[config.mk]
export PLATFORM = sky130hd
export DESIGN_NAME = lc3_control_fsm_flat
export DESIGN_NICKNAME = d
export VERILOG_FILES = /design/src/rtl/lc3_control_fsm_pkg.sv /design/src/rtl/lc3_control_fsm_if.sv /design/src/rtl/lc3_control_fsm_mem_wait_counter.sv /design/src/rtl/lc3_control_fsm.sv /design/src/flat_wrapper.sv
export SDC_FILE = /design/constraint.sdc
export NUM_CORES = 1
export LEC_CHECK = 0
export BUFFER_PORTS_ARGS = -buffer_cell sky130_fd_sc_hd__buf_2
export CORE_MARGIN = 2
export CORE_UTILIZATION = 39
export CTS_CLUSTER_DIAMETER = 200
export DETAILED_ROUTE_END_ITERATION = 8
export PLACE_DENSITY = 0.62
export SLEW_MARGIN = 25
export SYNTH_ARGS = -nofsm -noshare
export SYNTH_HDL_FRONTEND = slang
export SYNTH_SLANG_ARGS = --single-unit
[constraint.sdc]
create_clock -name Clk -period 2.15 [get_ports Clk]
set_clock_uncertainty 0.05 [all_clocks]
set_input_delay 0.215 -clock Clk [delete_from_list [all_inputs] [get_ports Clk]]
set_output_delay 0.215 -clock Clk [all_outputs]
set_load 0.005 [all_outputs]
[src/rtl/lc3_control_fsm_pkg.sv]
// Shared types and encodings for the LC-3 instruction-sequencing FSM.
// The PAUSE states exist only when LC3_PAUSE_EN is defined.
package lc3_control_fsm_pkg;

    localparam int MEM_WAIT_MIN = 1;
    localparam int MEM_WAIT_MAX = 15;

    localparam logic [3:0] OP_BR    = 4'b0000;
    localparam logic [3:0] OP_ADD   = 4'b0001;
    localparam logic [3:0] OP_JSR   = 4'b0100;
    localparam logic [3:0] OP_AND   = 4'b0101;
    localparam logic [3:0] OP_LDR   = 4'b0110;
    localparam logic [3:0] OP_STR   = 4'b0111;
    localparam logic [3:0] OP_NOT   = 4'b1001;
    localparam logic [3:0] OP_JMP   = 4'b1100;
    localparam logic [3:0] OP_PAUSE = 4'b1101;

    localparam logic [1:0] PCMUX_PC1   = 2'b00;
    localparam logic [1:0] PCMUX_BUS   = 2'b01;
    localparam logic [1:0] PCMUX_ADDER = 2'b10;

    localparam logic [1:0] ADDR2_ZERO  = 2'b00;
    localparam logic [1:0] ADDR2_OFF6  = 2'b01;
    localparam logic [1:0] ADDR2_OFF9  = 2'b10;
    localparam logic [1:0] ADDR2_OFF11 = 2'b11;

    localparam logic [1:0] ALUK_ADD  = 2'b00;
    localparam logic [1:0] ALUK_AND  = 2'b01;
    localparam logic [1:0] ALUK_NOT  = 2'b10;
    localparam logic [1:0] ALUK_PASS = 2'b11;

    typedef enum logic [4:0] {
        HALTED,
        S18, S33, S35, S32,
        S1, S5, S9,
        S0, S22,
        S12,
        S4, S21,
        S6, S25, S27,
        S7, S23, S16
`ifdef LC3_PAUSE_EN
        , PAUSE_IR1, PAUSE_IR2
`endif
    } state_t;

    typedef struct packed {
        logic       ld_mar;
        logic       ld_mdr;
        logic       ld_ir;
        logic       ld_ben;
        logic       ld_cc;
        logic       ld_reg;
        logic       ld_pc;
        logic       ld_led;
        logic       gate_pc;
        logic       gate_mdr;
        logic       gate_alu;
        logic       gate_marmux;
        logic [1:0] pcmux;
        logic       drmux;
        logic       sr1mux;
        logic       sr2mux;
        logic       addr1mux;
        logic [1:0] addr2mux;
        logic [1:0] aluk;
        logic       mio_en;
        logic       mem_ce;
        logic       mem_ub;
        logic       mem_lb;
        logic       mem_oe;
        logic       mem_we;
    } ctrl_t;

    // Idle: nothing loads, nothing drives the bus, SRAM deselected.
    localparam ctrl_t CTRL_IDLE = '{mem_ce: 1'b1, mem_ub: 1'b1, mem_lb: 1'b1,
                                    mem_oe: 1'b1, mem_we: 1'b1, default: '0};

    function automatic logic is_mem_state(input state_t s);
        return (s == S33) || (s == S25) || (s == S16);
    endfunction

    // SR1MUX=1 selects IR[8:6] (SR1/BaseR); 0 selects IR[11:9] (SR for STR).
    function automatic ctrl_t state_ctrl(input state_t s, input logic ir5, input logic ir11);
        ctrl_t c;
        c = CTRL_IDLE;
        case (s)
            S18: begin
                c.gate_pc = 1'b1; c.ld_mar = 1'b1; c.pcmux = PCMUX_PC1; c.ld_pc = 1'b1;
            end
            S33, S25: begin
                c.mem_ce = 1'b0; c.mem_ub = 1'b0; c.mem_lb = 1'b0; c.mem_oe = 1'b0;
                c.mio_en = 1'b1; c.ld_mdr = 1'b1;
            end
            S35: begin c.gate_mdr = 1'b1; c.ld_ir = 1'b1; end
            S32: c.ld_ben = 1'b1;
            S1, S5: begin
                c.sr1mux = 1'b1; c.sr2mux = ir5;
                c.aluk = (s == S1) ? ALUK_ADD : ALUK_AND;
                c.gate_alu = 1'b1; c.ld_reg = 1'b1; c.ld_cc = 1'b1;
            end
            S9: begin
                c.sr1mux = 1'b1; c.aluk = ALUK_NOT;
                c.gate_alu = 1'b1; c.ld_reg = 1'b1; c.ld_cc = 1'b1;
            end
            S22: begin c.addr2mux = ADDR2_OFF9; c.pcmux = PCMUX_ADDER; c.ld_pc = 1'b1; end
            S12: begin
                c.sr1mux = 1'b1; c.addr1mux = 1'b1; c.addr2mux = ADDR2_ZERO;
                c.pcmux = PCMUX_ADDER; c.ld_pc = 1'b1;
            end
            S4: begin c.gate_pc = 1'b1; c.drmux = 1'b1; c.ld_reg = 1'b1; end
            S21: begin
                if (ir11) begin
                    c.addr2mux = ADDR2_OFF11;
                end else begin
                    c.sr1mux = 1'b1; c.addr1mux = 1'b1; c.addr2mux = ADDR2_ZERO;
                end
                c.pcmux = PCMUX_ADDER; c.ld_pc = 1'b1;
            end
            S6, S7: begin
                c.sr1mux = 1'b1; c.addr1mux = 1'b1; c.addr2mux = ADDR2_OFF6;
                c.gate_marmux = 1'b1; c.ld_mar = 1'b1;
            end
            S27: begin c.gate_mdr = 1'b1; c.ld_reg = 1'b1; c.ld_cc = 1'b1; end
            S23: begin c.aluk = ALUK_PASS; c.gate_alu = 1'b1; c.ld_mdr = 1'b1; end
            S16: begin c.mem_ce = 1'b0; c.mem_ub = 1'b0; c.mem_lb = 1'b0; c.mem_we = 1'b0; end
`ifdef LC3_PAUSE_EN
            PAUSE_IR1: c.ld_led = 1'b1;
`endif
            default: ;
        endcase
        return c;
    endfunction

endpackage

[src/rtl/lc3_control_fsm_if.sv]
// Control/status bundle between the LC-3 sequencer (master) and the datapath (slave).
interface lc3_control_fsm_if;
    logic       Run, Continue;
    logic [3:0] Opcode;
    logic       IR_5, IR_11, BEN;

    logic       LD_MAR, LD_MDR, LD_IR, LD_BEN, LD_CC, LD_REG, LD_PC, LD_LED;
    logic       GatePC, GateMDR, GateALU, GateMARMUX;
    logic [1:0] PCMUX;
    logic       DRMUX, SR1MUX, SR2MUX, ADDR1MUX;
    logic [1:0] ADDR2MUX, ALUK;
    logic       MIO_EN;
    logic       Mem_CE, Mem_UB, Mem_LB, Mem_OE, Mem_WE;

    modport master (
        input  Run, Continue, Opcode, IR_5, IR_11, BEN,
        output LD_MAR, LD_MDR, LD_IR, LD_BEN, LD_CC, LD_REG, LD_PC, LD_LED,
               GatePC, GateMDR, GateALU, GateMARMUX, PCMUX, DRMUX, SR1MUX, SR2MUX,
               ADDR1MUX, ADDR2MUX, ALUK, MIO_EN, Mem_CE, Mem_UB, Mem_LB, Mem_OE, Mem_WE
    );

    modport slave (
        output Run, Continue, Opcode, IR_5, IR_11, BEN,
        input  LD_MAR, LD_MDR, LD_IR, LD_BEN, LD_CC, LD_REG, LD_PC, LD_LED,
               GatePC, GateMDR, GateALU, GateMARMUX, PCMUX, DRMUX, SR1MUX, SR2MUX,
               ADDR1MUX, ADDR2MUX, ALUK, MIO_EN, Mem_CE, Mem_UB, Mem_LB, Mem_OE, Mem_WE
    );
endinterface

[src/rtl/lc3_control_fsm_mem_wait_counter.sv]
// Dwell counter for SRAM access states: cleared on entry, done on the MEM_WAIT-th cycle.
module mem_wait_counter #(
    parameter int MEM_WAIT = 2
) (
    input  logic clk_i,
    input  logic rst_i,
    input  logic start_i,
    input  logic busy_i,
    output logic done_o
);
    logic [3:0] cnt_q;

    always_ff @(posedge clk_i or posedge rst_i) begin
        if (rst_i) begin
            cnt_q <= '0;
        end else if (start_i) begin
            cnt_q <= '0;
        end else if (busy_i && !done_o) begin
            cnt_q <= cnt_q + 4'd1;
        end
    end

    assign done_o = (cnt_q == 4'(MEM_WAIT - 1));
endmodule

[src/rtl/lc3_control_fsm.sv]
// LC-3 ISDU: fetch/decode/execute sequencer with registered Moore outputs.
// Optional PAUSE instruction support is enabled by defining LC3_PAUSE_EN.
module lc3_control_fsm
    import lc3_control_fsm_pkg::*;
#(
    parameter int MEM_WAIT = 2
) (
    input  logic              Clk,
    input  logic              Reset,
    lc3_control_fsm_if.master ctl,
    output state_t            state_o
);
    state_t state_q, state_d;
    ctrl_t  ctrl_q;
    logic   mem_done, mem_start, mem_busy;

    assign mem_busy  = is_mem_state(state_q);
    assign mem_start = is_mem_state(state_d) && !mem_busy;

    mem_wait_counter #(.MEM_WAIT(MEM_WAIT)) u_wait (
        .clk_i   (Clk),
        .rst_i   (Reset),
        .start_i (mem_start),
        .busy_i  (mem_busy),
        .done_o  (mem_done)
    );

    always_comb begin
        state_d = state_q;
        case (state_q)
            HALTED: if (ctl.Run) state_d = S18;
            S18:    state_d = S33;
            S33:    if (mem_done) state_d = S35;
            S35:    state_d = S32;
            S32: begin
                case (ctl.Opcode)
                    OP_ADD:   state_d = S1;
                    OP_AND:   state_d = S5;
                    OP_NOT:   state_d = S9;
                    OP_BR:    state_d = S0;
                    OP_JMP:   state_d = S12;
                    OP_JSR:   state_d = S4;
                    OP_LDR:   state_d = S6;
                    OP_STR:   state_d = S7;
`ifdef LC3_PAUSE_EN
                    OP_PAUSE: state_d = PAUSE_IR1;
`endif
                    default:  state_d = S18;
                endcase
            end
            S0:     state_d = ctl.BEN ? S22 : S18;
            S4:     state_d = S21;
            S6:     state_d = S25;
            S25:    if (mem_done) state_d = S27;
            S7:     state_d = S23;
            S23:    state_d = S16;
            S16:    if (mem_done) state_d = S18;
`ifdef LC3_PAUSE_EN
            // Full press/release handshake so one press advances one instruction.
            PAUSE_IR1: if (ctl.Continue) state_d = PAUSE_IR2;
            PAUSE_IR2: if (!ctl.Continue) state_d = S18;
`endif
            default: state_d = S18;
        endcase
    end

    // Outputs are decoded from the next state and registered alongside it,
    // so they always match state_q and reset drops them asynchronously.
    always_ff @(posedge Clk or posedge Reset) begin
        if (Reset) begin
            state_q <= HALTED;
            ctrl_q  <= CTRL_IDLE;
        end else begin
            state_q <= state_d;
            ctrl_q  <= state_ctrl(state_d, ctl.IR_5, ctl.IR_11);
        end
    end

`ifdef LC3_PAUSE_EN
    assign ctl.LD_LED = ctrl_q.ld_led;
`else
    logic unused_pause;
    assign unused_pause = ctl.Continue ^ ctrl_q.ld_led;
    assign ctl.LD_LED   = 1'b0;
`endif

    assign state_o        = state_q;
    assign ctl.LD_MAR     = ctrl_q.ld_mar;
    assign ctl.LD_MDR     = ctrl_q.ld_mdr;
    assign ctl.LD_IR      = ctrl_q.ld_ir;
    assign ctl.LD_BEN     = ctrl_q.ld_ben;
    assign ctl.LD_CC      = ctrl_q.ld_cc;
    assign ctl.LD_REG     = ctrl_q.ld_reg;
    assign ctl.LD_PC      = ctrl_q.ld_pc;
    assign ctl.GatePC     = ctrl_q.gate_pc;
    assign ctl.GateMDR    = ctrl_q.gate_mdr;
    assign ctl.GateALU    = ctrl_q.gate_alu;
    assign ctl.GateMARMUX = ctrl_q.gate_marmux;
    assign ctl.PCMUX      = ctrl_q.pcmux;
    assign ctl.DRMUX      = ctrl_q.drmux;
    assign ctl.SR1MUX     = ctrl_q.sr1mux;
    assign ctl.SR2MUX     = ctrl_q.sr2mux;
    assign ctl.ADDR1MUX   = ctrl_q.addr1mux;
    assign ctl.ADDR2MUX   = ctrl_q.addr2mux;
    assign ctl.ALUK       = ctrl_q.aluk;
    assign ctl.MIO_EN     = ctrl_q.mio_en;
    assign ctl.Mem_CE     = ctrl_q.mem_ce;
    assign ctl.Mem_UB     = ctrl_q.mem_ub;
    assign ctl.Mem_LB     = ctrl_q.mem_lb;
    assign ctl.Mem_OE     = ctrl_q.mem_oe;
    assign ctl.Mem_WE     = ctrl_q.mem_we;
endmodule
[src/flat_wrapper.sv]
// flat-port wrapper written by rule: the top's interface ports become plain ports
module lc3_control_fsm_flat import lc3_control_fsm_pkg::*;
#(
    parameter int MEM_WAIT = 2
)
  (Clk, Reset, state_o, ctl_Run, ctl_Continue, ctl_Opcode, ctl_IR_5, ctl_IR_11, ctl_BEN, ctl_LD_MAR, ctl_LD_MDR, ctl_LD_IR, ctl_LD_BEN, ctl_LD_CC, ctl_LD_REG, ctl_LD_PC, ctl_LD_LED, ctl_GatePC, ctl_GateMDR, ctl_GateALU, ctl_GateMARMUX, ctl_PCMUX, ctl_DRMUX, ctl_SR1MUX, ctl_SR2MUX, ctl_ADDR1MUX, ctl_ADDR2MUX, ctl_ALUK, ctl_MIO_EN, ctl_Mem_CE, ctl_Mem_UB, ctl_Mem_LB, ctl_Mem_OE, ctl_Mem_WE);
  lc3_control_fsm_if ctl_i ();
  input  logic Clk;
  input  logic Reset;
  output state_t state_o;
  input wire logic [$bits(ctl_i.Run)-1:0] ctl_Run;
  input wire logic [$bits(ctl_i.Continue)-1:0] ctl_Continue;
  input wire logic [$bits(ctl_i.Opcode)-1:0] ctl_Opcode;
  input wire logic [$bits(ctl_i.IR_5)-1:0] ctl_IR_5;
  input wire logic [$bits(ctl_i.IR_11)-1:0] ctl_IR_11;
  input wire logic [$bits(ctl_i.BEN)-1:0] ctl_BEN;
  output wire logic [$bits(ctl_i.LD_MAR)-1:0] ctl_LD_MAR;
  output wire logic [$bits(ctl_i.LD_MDR)-1:0] ctl_LD_MDR;
  output wire logic [$bits(ctl_i.LD_IR)-1:0] ctl_LD_IR;
  output wire logic [$bits(ctl_i.LD_BEN)-1:0] ctl_LD_BEN;
  output wire logic [$bits(ctl_i.LD_CC)-1:0] ctl_LD_CC;
  output wire logic [$bits(ctl_i.LD_REG)-1:0] ctl_LD_REG;
  output wire logic [$bits(ctl_i.LD_PC)-1:0] ctl_LD_PC;
  output wire logic [$bits(ctl_i.LD_LED)-1:0] ctl_LD_LED;
  output wire logic [$bits(ctl_i.GatePC)-1:0] ctl_GatePC;
  output wire logic [$bits(ctl_i.GateMDR)-1:0] ctl_GateMDR;
  output wire logic [$bits(ctl_i.GateALU)-1:0] ctl_GateALU;
  output wire logic [$bits(ctl_i.GateMARMUX)-1:0] ctl_GateMARMUX;
  output wire logic [$bits(ctl_i.PCMUX)-1:0] ctl_PCMUX;
  output wire logic [$bits(ctl_i.DRMUX)-1:0] ctl_DRMUX;
  output wire logic [$bits(ctl_i.SR1MUX)-1:0] ctl_SR1MUX;
  output wire logic [$bits(ctl_i.SR2MUX)-1:0] ctl_SR2MUX;
  output wire logic [$bits(ctl_i.ADDR1MUX)-1:0] ctl_ADDR1MUX;
  output wire logic [$bits(ctl_i.ADDR2MUX)-1:0] ctl_ADDR2MUX;
  output wire logic [$bits(ctl_i.ALUK)-1:0] ctl_ALUK;
  output wire logic [$bits(ctl_i.MIO_EN)-1:0] ctl_MIO_EN;
  output wire logic [$bits(ctl_i.Mem_CE)-1:0] ctl_Mem_CE;
  output wire logic [$bits(ctl_i.Mem_UB)-1:0] ctl_Mem_UB;
  output wire logic [$bits(ctl_i.Mem_LB)-1:0] ctl_Mem_LB;
  output wire logic [$bits(ctl_i.Mem_OE)-1:0] ctl_Mem_OE;
  output wire logic [$bits(ctl_i.Mem_WE)-1:0] ctl_Mem_WE;
  assign ctl_i.Run = ctl_Run;
  assign ctl_i.Continue = ctl_Continue;
  assign ctl_i.Opcode = ctl_Opcode;
  assign ctl_i.IR_5 = ctl_IR_5;
  assign ctl_i.IR_11 = ctl_IR_11;
  assign ctl_i.BEN = ctl_BEN;
  assign ctl_LD_MAR = ctl_i.LD_MAR;
  assign ctl_LD_MDR = ctl_i.LD_MDR;
  assign ctl_LD_IR = ctl_i.LD_IR;
  assign ctl_LD_BEN = ctl_i.LD_BEN;
  assign ctl_LD_CC = ctl_i.LD_CC;
  assign ctl_LD_REG = ctl_i.LD_REG;
  assign ctl_LD_PC = ctl_i.LD_PC;
  assign ctl_LD_LED = ctl_i.LD_LED;
  assign ctl_GatePC = ctl_i.GatePC;
  assign ctl_GateMDR = ctl_i.GateMDR;
  assign ctl_GateALU = ctl_i.GateALU;
  assign ctl_GateMARMUX = ctl_i.GateMARMUX;
  assign ctl_PCMUX = ctl_i.PCMUX;
  assign ctl_DRMUX = ctl_i.DRMUX;
  assign ctl_SR1MUX = ctl_i.SR1MUX;
  assign ctl_SR2MUX = ctl_i.SR2MUX;
  assign ctl_ADDR1MUX = ctl_i.ADDR1MUX;
  assign ctl_ADDR2MUX = ctl_i.ADDR2MUX;
  assign ctl_ALUK = ctl_i.ALUK;
  assign ctl_MIO_EN = ctl_i.MIO_EN;
  assign ctl_Mem_CE = ctl_i.Mem_CE;
  assign ctl_Mem_UB = ctl_i.Mem_UB;
  assign ctl_Mem_LB = ctl_i.Mem_LB;
  assign ctl_Mem_OE = ctl_i.Mem_OE;
  assign ctl_Mem_WE = ctl_i.Mem_WE;
  lc3_control_fsm #(.MEM_WAIT(MEM_WAIT)) u_core (.Clk(Clk), .Reset(Reset), .ctl(ctl_i), .state_o(state_o));
endmodule
==> results.yml <==
clock_network:
  ctsHtreeMaxLevel: 2
  worst_skew_pair.late_latency_ns: 0.28
  cts_tree: "built"
  cts_buffers: 5
  cts_sinks: 33
  cts_buffer_depth: 2
  clkTransAtPathRegs_ns: 0.07
  cts_root_buffer: "clkbuf_8"
sta:
  fin_ws_ns: -0.0211
  rsz0062_at_grt: "true"
  drv_slew: 0
  finalCriticalPeriod_ns: 2.17
  final-setup-viol-count: 4
  max_freq_mhz: 461
  period_share_pct: 101
  finalHoldViolations: 0
synthesis:
  syn_inst: 196
  ys_warn_count: 0
  yosys.area.top_type: "dfrtp_1"
  syn-cell-area_mm2: 0.00192
  synth.most_common_cell: "dfrtp_1"
  synth.avg_cell_area_um2: 9.82
  ys_top_cells_by_area: "dfrtp_1 (39%), dfstp_2 (4.1%), ha_1 (3.9%)"
  ys.flop_type: "dfrtp_1"
  yosysUniqueCellTypes: 54
  synth-seq-cells: 33
  synth.top_cell.area_share_pct: 39.0
  async_reset_ff_share_pct: 100
  synth_edf_count: 0
  ys_top_cells_by_count: "dfrtp_1 (30), nand2_1 (19), o21ai_0 (13)"
  ys_seq_area_share_pct: 43.1
power_and_ir_drop:
  irDropWorstVdd_mv: 1.04
  p_total_mw: 4.41
  p_leak_nw: 1.35
  power_density_mw_per_mm2: 1560
floorplanning:
  io_pins: 44
  initial_core_util_pct: 40.5
  die_y_um: 74.2
  dieArea_mm2: 0.00551
  core.rowCount: 25
  die_w_um: 74.2
  core_mm2: 0.00475
global_route:
  grt-ovfl-total: 0
  grt_use_total_pct: 17.7
  grt_pass1_wl_mm: 7.48
  grt_antenna_before_repair: 0
  grt_pass1_vias: 1617
  grt_max_degree: 34
worst_setup_path:
  cp_max_fo: 6
  critPathKind: "reg2reg"
  critical_path_arrival_ns: 2.34
  worst_setup_path_end_kind: "flip-flop"
  startpoint_type: "flip-flop"
  critPathTopFamily: "simple AND/OR/NAND/NOR gates"
  cp.required_ns: 2.32
  worst_path_max_delay_cell: "dfrtp_1"
  critical_path_depth: 11
  crit_path_max_incr_delay_ns: 0.38
  rr_worst_depth: 11
  cp.buffers_inverters: 3
  critical_path.cell_chain: "inv_1 > ha_2 > nor3b_4 > buf_6 > nand4_1 > a31oi_2 > nor3_4 > inv_4 > nor2_4 > or3_4 > a21oi_2"
routing:
  vias: 1762
  first_iter_violations: 123
  dr.pass1.iters: 4
  wl_mm: 4.79
  ant_nets: 0
  drc: 0
  viasPerCell: 5.03
  wire_per_inst_um: 13.7
status:
  status: "finished, violations left"
  violations: "setup timing"
final_layout:
  fillers: 419
  diodes: 0
  nets: 299
  final_util_pct: 59.4
  area_delta_synth_final_pct: 46.7
  drive_gt1_share_pct: 51.6
placed_design:
  dp_hpwl_mm: 3.30
  place_congestion: 0.886
  port_buffers: 40
worst_hold_path:
  worstHoldPathCells: 3
  hold_path_class: "in2reg"
flow_run:
  cap_violations: 0
cells in the final DEF, fill, tap and decap left out, types with 5 or more instances in the layout:
cell	netlist	routed
inv_1	7	6
nand2_1	19	17
o21ai_1	1	6
nand3_1	9	9
nor2_1	11	7
buf_4	8	43
dfrtp_1	30	28
ha_1	6	5
a21oi_1	10	8
o21ai_0	13	7
buf_6	2	7
buf_2	5	40
clkbuf_8	0	6
what timing repair did:
action,CTS,global route
pin swaps,5,7
endpoints found under the hold margin,30,0
gates resized for setup,23,24
setup buffers,3,2
hold buffers,1,0
setup endpoints to repair,24,23
registers in the layout, indices dropped and copies added (netlist names), 2 cells and up:
register and flops:
u_core.u_wait.cnt_q 4, u_core.ctl.ALUK 2, u_core.state_o 5, u_core.ctl.ADDR2MUX 2
final cells by class:
type / instances / area (um2) / share of cell area [%]
timing repair buffer: 93 / 652 / 23.1
multi-input combinational: 139 / 1090 / 38.8
clock inverter: 1 / 30.0 / 1.06
clock buffer: 7 / 86.3 / 3.06
tap: 67 / 83.8 / 2.97
inverter: 10 / 45.0 / 1.60
sequential: 33 / 832 / 29.5
worst paths after layout:
path	from	slack (ns)	endpoint
hold reg to reg	u_core.u_wait.cnt_q[0]	0.55	u_core.u_wait.cnt_q[0]
setup / recovery	u_core.u_wait.cnt_q[1]	-0.02	u_core.ctl.LD_REG
min in group asynchronous	Reset	0.52	u_core.ctl.MIO_EN
setup reg to reg	u_core.u_wait.cnt_q[1]	-0.02	u_core.ctl.LD_REG
max in group asynchronous	Reset	1.21	u_core.ctl.Mem_WE
hold / removal	ctl_IR_5	0.12	u_core.ctl.SR2MUX
worst register-to-register path, stage by stage (launching register included):
cell and delay [ns]:
dfrtp_1 0.38, inv_1 0.06, ha_2 0.17, nor3b_4 0.23, buf_6 0.14, nand4_1 0.10
a31oi_2 0.26, nor3_4 0.09, inv_4 0.12, nor2_4 0.06, or3_4 0.33, a21oi_2 0.12
report_power, final:
| part | switching, mW | internal [mW] |
|---|---|---|
| logic | 1.51 | 1.41 |
| registers | 0.0796 | 0.810 |
| clock network | 0.222 | 0.378 |
| total | 1.81 | 2.60 |
per-stage QoR:
step	setup TNS, ns	cell area [um2]	instances	hold WS [ns]	setup WS (ns)
finish	-0.0583	2820	350	0.118	-0.0211
global route	-1.56	2820	350	0.134	-0.144
CTS	-0.172	2710	348	0.108	-0.0504
detailed placement	-2.21	2480	336	0.275	-0.191
global placement	-1.94	2480	336	0.270	-0.175
floorplan	0	1930	197	0.290	0.0169
routing by layer:
metal  vias up  part of all wire (%)  GRT usage [%]
met4         0                   1.2           4.56
met2        56                    49           29.0
li1        862                     -              -
met3         7                   5.3           3.93
met1       837                    45           24.1
met5         -                     0              0
cell families after synthesis:
kind of cell / count (synthesis) / share of synthesized area, %
buf+inv: 25 / 7.80
compound gates: 49 / 19.9
flops: 33 / 43.1
other cells: 1 / 0.195
xor+xnor: 4 / 1.82
mux: 1 / 0.585
fa+ha+maj: 6 / 3.90
simple gates: 77 / 22.7
(Power assumes the default switching activity.)
